$ cat config.mk
export PLATFORM = sky130hd
export DESIGN_NAME = m68k_bus_sequencer
export DESIGN_NICKNAME = d
export VERILOG_FILES = /design/src/rtl/m68k_bridge_pkg.sv /design/src/rtl/uart_tx_sequencer.sv /design/src/rtl/m68k_bus_sequencer.sv
export SDC_FILE = /design/constraint.sdc
export NUM_CORES = 1
export LEC_CHECK = 0
export BUFFER_PORTS_ARGS = -buffer_cell sky130_fd_sc_hd__buf_2
export CELL_PAD_IN_SITES_DETAIL_PLACEMENT = 0
export CELL_PAD_IN_SITES_GLOBAL_PLACEMENT = 2
export CORE_AREA = 2 2 140 108
export DETAILED_ROUTE_END_ITERATION = 8
export DIE_AREA = 0 0 142 110
export PLACE_DENSITY = 0.78
export SYNTH_ARGS = -nofsm -noshare
export SYNTH_HDL_FRONTEND = slang
export SYNTH_SLANG_ARGS = --single-unit
export TNS_END_PERCENT = 100
$ cat constraint.sdc
create_clock -name clk -period 2.68 [get_ports clk]
set_input_delay 0.402 -clock clk [delete_from_list [all_inputs] [get_ports clk]]
set_output_delay 0.402 -clock clk [all_outputs]
set_load 0.05 [all_outputs]
$ cat src/rtl/m68k_bridge_pkg.sv
// Shared definitions for the 68000 bus-to-UART bridge: state encoding,
// request-packet layout and the packet byte builder.
package m68k_bridge_pkg;

    typedef enum logic [2:0] {
        S_IDLE,
        S_TX,
        S_RX_STAT,
        S_RX_DATA,
        S_TERM
    } state_e;

    // Header byte: {1, rw, uds, lds, 0, fc[2:0]}
    localparam int HDR_MARK_BIT = 7;
    localparam int HDR_RW_BIT   = 6;
    localparam int HDR_UDS_BIT  = 5;
    localparam int HDR_LDS_BIT  = 4;
    localparam int HDR_FC_LSB   = 0;

    localparam logic [7:0] ACK_BYTE_DEFAULT = 8'h06;

    localparam int PKT_LEN_RD = 4;
    localparam int PKT_LEN_WR = 6;

    typedef struct packed {
        logic        rw;
        logic        uds;
        logic        lds;
        logic [2:0]  fc;
        logic [22:0] addr_hi;   // addr[23:1]
        logic [15:0] data;
    } bus_req_t;

    function automatic logic [7:0] pkt_byte(input bus_req_t req, input logic [2:0] idx);
        logic [7:0] b;
        b = 8'h00;
        case (idx)
            3'd0: begin
                b[HDR_MARK_BIT]         = 1'b1;
                b[HDR_RW_BIT]           = req.rw;
                b[HDR_UDS_BIT]          = req.uds;
                b[HDR_LDS_BIT]          = req.lds;
                b[HDR_FC_LSB +: 3]      = req.fc;
            end
            3'd1:    b = req.addr_hi[22:15];
            3'd2:    b = req.addr_hi[14:7];
            3'd3:    b = {req.addr_hi[6:0], 1'b0};
            3'd4:    b = req.data[15:8];
            3'd5:    b = req.data[7:0];
            default: b = 8'h00;
        endcase
        return b;
    endfunction

endpackage

$ cat src/rtl/uart_tx_sequencer.sv
// Walks the request packet one byte at a time, issuing a byte only when the
// UART is idle and leaving at least one dead cycle between issue strobes.
module uart_tx_sequencer
    import m68k_bridge_pkg::*;
(
    input  logic       clk,
    input  logic       rst_n,
    input  logic       start_i,
    input  logic       en_i,
    input  bus_req_t   req_i,
    input  logic       tx_busy_i,
    output logic [7:0] tx_data_o,
    output logic       new_tx_data_o,
    output logic       done_o
);

    localparam logic [2:0] LAST_RD = 3'(PKT_LEN_RD - 1);
    localparam logic [2:0] LAST_WR = 3'(PKT_LEN_WR - 1);

    logic [2:0] idx_q, idx_d;
    logic       issued_q;
    logic       issue;
    logic       last;

    // The dead cycle covers the UART's one-cycle lag in raising tx_busy.
    assign issue         = en_i && !tx_busy_i && !issued_q;
    assign last          = (idx_q == (req_i.rw ? LAST_RD : LAST_WR));
    assign done_o        = issue && last;
    assign new_tx_data_o = issue;
    assign tx_data_o     = en_i ? pkt_byte(req_i, idx_q) : 8'h00;

    always_comb begin
        idx_d = idx_q;
        if (start_i) begin
            idx_d = 3'd0;
        end else if (issue) begin
            idx_d = idx_q + 3'd1;
        end
    end

    always_ff @(posedge clk or negedge rst_n) begin
        if (!rst_n) begin
            idx_q    <= 3'd0;
            issued_q <= 1'b0;
        end else begin
            idx_q    <= idx_d;
            issued_q <= issue;
        end
    end

endmodule

$ cat src/rtl/m68k_bus_sequencer.sv
// Turns each sampled 68000 bus cycle into a UART request packet, waits for the
// host's reply and terminates the cycle with DTACK (plus read data) or BERR.
module m68k_bus_sequencer
    import m68k_bridge_pkg::*;
#(
    parameter int         TIMEOUT_W = 24,
    parameter logic [7:0] ACK_BYTE  = ACK_BYTE_DEFAULT
) (
    input  logic        clk,
    input  logic        rst_n,
    input  logic        cpu_reset_n,
    input  logic        as_i,
    input  logic        rw_i,
    input  logic        uds_i,
    input  logic        lds_i,
    input  logic [2:0]  fc_i,
    input  logic [23:0] addr_i,
    input  logic [15:0] data_i,
    output logic [7:0]  tx_data,
    output logic        new_tx_data,
    input  logic        tx_busy,
    input  logic [7:0]  rx_data,
    input  logic        new_rx_data,
    output logic        dtack,
    output logic        berr,
    output logic [15:0] d_out,
    output logic        busy
);

    localparam logic [TIMEOUT_W-1:0] CNT_ONE  = {{(TIMEOUT_W-1){1'b0}}, 1'b1};
    // Saturation is reached on the cycle the counter would step to all-ones.
    localparam logic [TIMEOUT_W-1:0] CNT_LAST = ~CNT_ONE;

    state_e                state_q, state_d;
    bus_req_t              req_q, req_d;
    logic                  as_q;
    logic [TIMEOUT_W-1:0]  cnt_q, cnt_d;
    logic                  rcnt_q, rcnt_d;
    logic                  dtack_q, dtack_d;
    logic                  berr_q, berr_d;
    logic [15:0]           dout_q, dout_d;
    logic                  tx_start;
    logic                  tx_en;
    logic                  tx_done;
    logic                  timeout;
    logic                  unused_addr0;

    assign unused_addr0 = addr_i[0];
    assign timeout      = (cnt_q == CNT_LAST);
    assign tx_en        = (state_q == S_TX) && as_i && cpu_reset_n;

    uart_tx_sequencer u_tx (
        .clk           (clk),
        .rst_n         (rst_n),
        .start_i       (tx_start),
        .en_i          (tx_en),
        .req_i         (req_q),
        .tx_busy_i     (tx_busy),
        .tx_data_o     (tx_data),
        .new_tx_data_o (new_tx_data),
        .done_o        (tx_done)
    );

    always_comb begin
        state_d  = state_q;
        req_d    = req_q;
        cnt_d    = cnt_q;
        rcnt_d   = rcnt_q;
        dtack_d  = dtack_q;
        berr_d   = berr_q;
        dout_d   = dout_q;
        tx_start = 1'b0;

        case (state_q)
            S_IDLE: begin
                if (as_i && !as_q) begin
                    req_d.rw      = rw_i;
                    req_d.uds     = uds_i;
                    req_d.lds     = lds_i;
                    req_d.fc      = fc_i;
                    req_d.addr_hi = addr_i[23:1];
                    req_d.data    = data_i;
                    dout_d        = 16'h0000;
                    tx_start      = 1'b1;
                    state_d       = S_TX;
                end
            end

            S_TX: begin
                if (!as_i) begin
                    state_d = S_IDLE;
                    dout_d  = 16'h0000;
                end else if (tx_done) begin
                    state_d = S_RX_STAT;
                    cnt_d   = '0;
                end
            end

            S_RX_STAT: begin
                if (!as_i) begin
                    state_d = S_IDLE;
                    dout_d  = 16'h0000;
                end else if (new_rx_data) begin
                    cnt_d = '0;
                    if (rx_data != ACK_BYTE) begin
                        state_d = S_TERM;
                        berr_d  = 1'b1;
                    end else if (req_q.rw) begin
                        state_d = S_RX_DATA;
                        rcnt_d  = 1'b0;
                    end else begin
                        state_d = S_TERM;
                        dtack_d = 1'b1;
                    end
                end else if (timeout) begin
                    state_d = S_TERM;
                    berr_d  = 1'b1;
                end else begin
                    cnt_d = cnt_q + CNT_ONE;
                end
            end

            S_RX_DATA: begin
                if (!as_i) begin
                    state_d = S_IDLE;
                    dout_d  = 16'h0000;
                end else if (new_rx_data) begin
                    cnt_d = '0;
                    if (!rcnt_q) begin
                        dout_d[15:8] = rx_data;
                        rcnt_d       = 1'b1;
                    end else begin
                        dout_d[7:0] = rx_data;
                        state_d     = S_TERM;
                        dtack_d     = 1'b1;
                    end
                end else if (timeout) begin
                    state_d = S_TERM;
                    berr_d  = 1'b1;
                end else begin
                    cnt_d = cnt_q + CNT_ONE;
                end
            end

            S_TERM: begin
                if (!as_i) begin
                    state_d = S_IDLE;
                    dtack_d = 1'b0;
                    berr_d  = 1'b0;
                end
            end

            default: state_d = S_IDLE;
        endcase

        // CPU reset overrides everything, including a same-cycle AS edge.
        if (!cpu_reset_n) begin
            state_d  = S_IDLE;
            cnt_d    = '0;
            rcnt_d   = 1'b0;
            dtack_d  = 1'b0;
            berr_d   = 1'b0;
            dout_d   = 16'h0000;
            tx_start = 1'b0;
        end
    end

    always_ff @(posedge clk or negedge rst_n) begin
        if (!rst_n) begin
            state_q <= S_IDLE;
            req_q   <= '0;
            as_q    <= 1'b0;
            cnt_q   <= '0;
            rcnt_q  <= 1'b0;
            dtack_q <= 1'b0;
            berr_q  <= 1'b0;
            dout_q  <= 16'h0000;
        end else begin
            state_q <= state_d;
            req_q   <= req_d;
            as_q    <= as_i;
            cnt_q   <= cnt_d;
            rcnt_q  <= rcnt_d;
            dtack_q <= dtack_d;
            berr_q  <= berr_d;
            dout_q  <= dout_d;
        end
    end

    assign dtack = dtack_q;
    assign berr  = berr_q;
    assign d_out = dout_q;
    assign busy  = (state_q != S_IDLE);

endmodule

==> metrics.cfg <==
[outcome]
status = finished, final reports clean

[critical_path]
cp.depth = 7
crit_family = flip-flops
worst_ep_arrival_time_ps = 2170
cp_data_required_time_ps = 2280
r2r-end = cnt_q[16]$_DFFE_PN0P_
crit_slowest_cell = dfrtp_2
crit_chain = ha_1 -> ha_1 -> or3_4 -> o211ai_1 -> buf_4 -> a21oi_1 -> buf_4
start_kind = flop
r2r-start = u_tx.idx_q[1]$_DFFE_PN0P_
reg2reg_depth = 6
end_kind = primary output
crit_start = u_tx.idx_q[0]$_DFFE_PN0P_
r2r_slack_ps = 430
crit_end = tx_data[4]
cp_max_fo = 7
cpPeakStageDelay_ps = 430
path_class = reg2out
path_buf_inv = 2

[cts]
cts-root-buf = clkbuf_16
clockBufferDepth = 2
clkSinkCount = 96
worstSkewPairLatency_ps = 350
cts.clk_slew.worst_paths_ps = 60
cts_tree = done
cts_buffers = 9
cts_htree_levels = 3

[floorplan]
coreArea_um2 = 14200
die_h_um = 110
die_area_um2 = 15600
ios = 88
die_x_um = 142
start_util_pct = 34.4
rows = 38

[timing]
maxSlewHeadroom_pct = 29.9
fmax_ghz = 0.389
hold_viol = 0
finClkSkew_ps = 8.89
hold_ws_ps = 52.1
tightest_slew_ps = 1050
layout_setup_ws_ps = 108
rsz0062_at_grt = yes
setup-violations-final = 0
period_needed_ps = 2570
slew_violations = 0
tns_ps = 0
fin_crit_sh_pct = 96.0

[placement]
gp_congestion = 0.803
portBuffers = 86
dp_hpwl_um = 9350
placed_area_um2 = 5640
dp_slack_ps = 158

[pwr]
cellLeakagePower_nw = 2.58
irDropWorstVdd_mv = 0.305
power_density_nw_per_um2 = 581

[logic_synthesis]
seq_area_frac_synth_pct = 49.1
synth_seq_cells = 96
synth_edf_count = 0
async_reset_ff_share_pct = 100
synth.distinct_cells = 59
ys.flop_type = dfrtp_1
yosysWarnings = 0
syn-cell-area_um2 = 4900
syn-num-nets = 543
postSynthAreaPerCell_um2 = 10.3
postSynthCellCount = 476

[routing]
avgViaCountPerCell = 5.37
wl_um = 12900
vias = 4042
firstDrtPassIters = 5
drc_errors = 0
wire_per_inst_um = 17.2
drtIter0Drc = 255
drtAntennaViolNets = 0

[flow_run]
cap_violations = 0

[worst_hold_path]
hp-class = in2async

[finish]
area_growth_pct = 22.5
final_layout_size_suffix_gt1_share_pct = 33.2
nFillCells = 1357
utilization_pct = 42.2
final_nets = 635
antenna_cells = 0
design_area_um2 = 6000

[global_routing]
overflow = 0
grt_max_degree = 57
grtUsageTotal_pct = 17.1
grt_pass1_wl_um = 20800
antenna_found_initial = 0
grt_pass1_vias = 3995

-- worst min-delay path by stage --
stage	slack (ps)	depth (start not counted)	startpoint	to
2_1_floorplan	110	0	rst_n	as_q$_DFF_PN0_
6_report	50	1	rst_n	cnt_q[12]$_DFFE_PN0P_
3_5_place_dp	440	1	rst_n	cnt_q[13]$_DFFE_PN0P_
5_1_grt	100	1	rst_n	cnt_q[10]$_DFFE_PN0P_
3_3_place_gp	440	1	rst_n	cnt_q[14]$_DFFE_PN0P_
4_1_cts	70	1	rst_n	cnt_q[14]$_DFFE_PN0P_
-- cell families (layout without fill, tap and decap cells) --
kind of cell	count (synthesis)	count (layout)	synth area share [%]
AOI/OAI and AO/OA	120	120	16.6
xor gates and xnor gates	1	1	0.179
muxes	50	50	11.5
DFF	96	96	49.1
and+or+nand+nor	159	159	17.1
adders and majority gates	7	7	1.79
buffers and inverters	43	140	3.78
-- routing by layer --
| layer | up-vias | share of wire, % | wire (µm) | GRT usage (%) |
|---|---|---|---|---|
| met3 | 8 | 4.7 | 603 | 3.76 |
| met4 | 0 | 0.98 | 126 | 4.07 |
| met2 | 87 | 43 | 5600 | 25.8 |
| met1 | 1983 | 51 | 6590 | 25.0 |
| li1 | 1964 | - | - | - |
| met5 | - | 0 | 0 | 0 |
-- synth_stat cells (3+ instances only) --
master	count	share of area, %
a22o_1	3	0.54
a221oi_1	6	1.1
o21ai_0	29	3.0
ha_1	7	1.8
or3_1	3	0.38
a222oi_1	5	1.0
or4_1	15	2.3
nor4_1	3	0.38
clkbuf_1	15	1.1
a21oi_1	28	2.9
nand4_1	8	1.0
nand2b_1	4	0.51
mux2_2	50	12
o31ai_1	18	2.8
nand2_1	42	3.2
inv_1	14	1.1
a31oi_1	4	0.51
nor3_1	9	0.92
nor2_1	31	2.4
nor2b_1	3	0.38
dfrtp_1	96	49
a21o_1	3	0.46
buf_2	10	1.0
nand3_1	18	1.8
and3_1	6	0.77
-- final cells by class --
| type | instances | area, µm² | share of cell area, % |
|---|---|---|---|
| clock buffers | 13 | 270 | 4.51 |
| clock inverters | 3 | 25.0 | 0.417 |
| inverters | 14 | 52.6 | 0.876 |
| multi-input cells | 337 | 2350 | 39.2 |
| flip-flops and latches | 96 | 2400 | 40.1 |
| well taps | 180 | 225 | 3.75 |
| repair buffers | 110 | 672 | 11.2 |
-- flip-flops by register name, summed over array words and instances, names as in the netlist --
register,cells
as_q,1
u_tx.issued_q,1
d_out,16
state_q,3
cnt_q,24
u_tx.idx_q,3
rcnt_q,1
dtack,1
req_q,45
berr,1
-- layout by cell type, fill, tap and decap left out, drive strengths merged, types with 3 or more instances in the layout --
| cell | n |
|---|---|
| o31ai | 18 |
| o21ai | 29 |
| a21oi | 28 |
| nor2 | 31 |
| a22o | 3 |
| ha | 7 |
| a21o | 3 |
| and3 | 6 |
| inv | 14 |
| nand2b | 4 |
| nor3 | 10 |
| nand3 | 18 |
| or3 | 3 |
| a31oi | 4 |
| a221oi | 6 |
| a222oi | 5 |
| nor2b | 3 |
| mux2 | 50 |
| and2 | 3 |
| dfrtp | 96 |
| nor4 | 3 |
| buf | 110 |
| clkbuf | 13 |
| or4 | 15 |
| nand2 | 42 |
| nand4 | 8 |
-- worst register-to-register path: cells and delay by family (launching register included) --
family	cells	cell delay, ps
simple gates	3	1070
compound gates	2	470
flops	1	440
buf+inv	1	190
-- what timing repair did --
item	4_1_cts	5_1_grt
setup buffers	1	1
endpoints found under the setup margin	8	8
resized for setup	1	20
pin swaps	1	1
hold buffers	0	0
-- per-stage QoR --
stage          instances  total power (W)
6_report             753          0.00348
5_1_grt              753          0.00366
4_1_cts              752          0.00351
3_5_place_dp         735          0.00222
3_3_place_gp         735          0.00221
2_1_floorplan        476          0.00201
-- power by group --
| group | switching, W | leakage, nW | internal, W |
|---|---|---|---|
| Clock | 0.000559 | 0.142 | 0.000710 |
| Sequential | 0.0000746 | 1.23 | 0.00158 |
| Combinational | 0.000289 | 1.20 | 0.000271 |
Power figures use the tool's default switching activity.
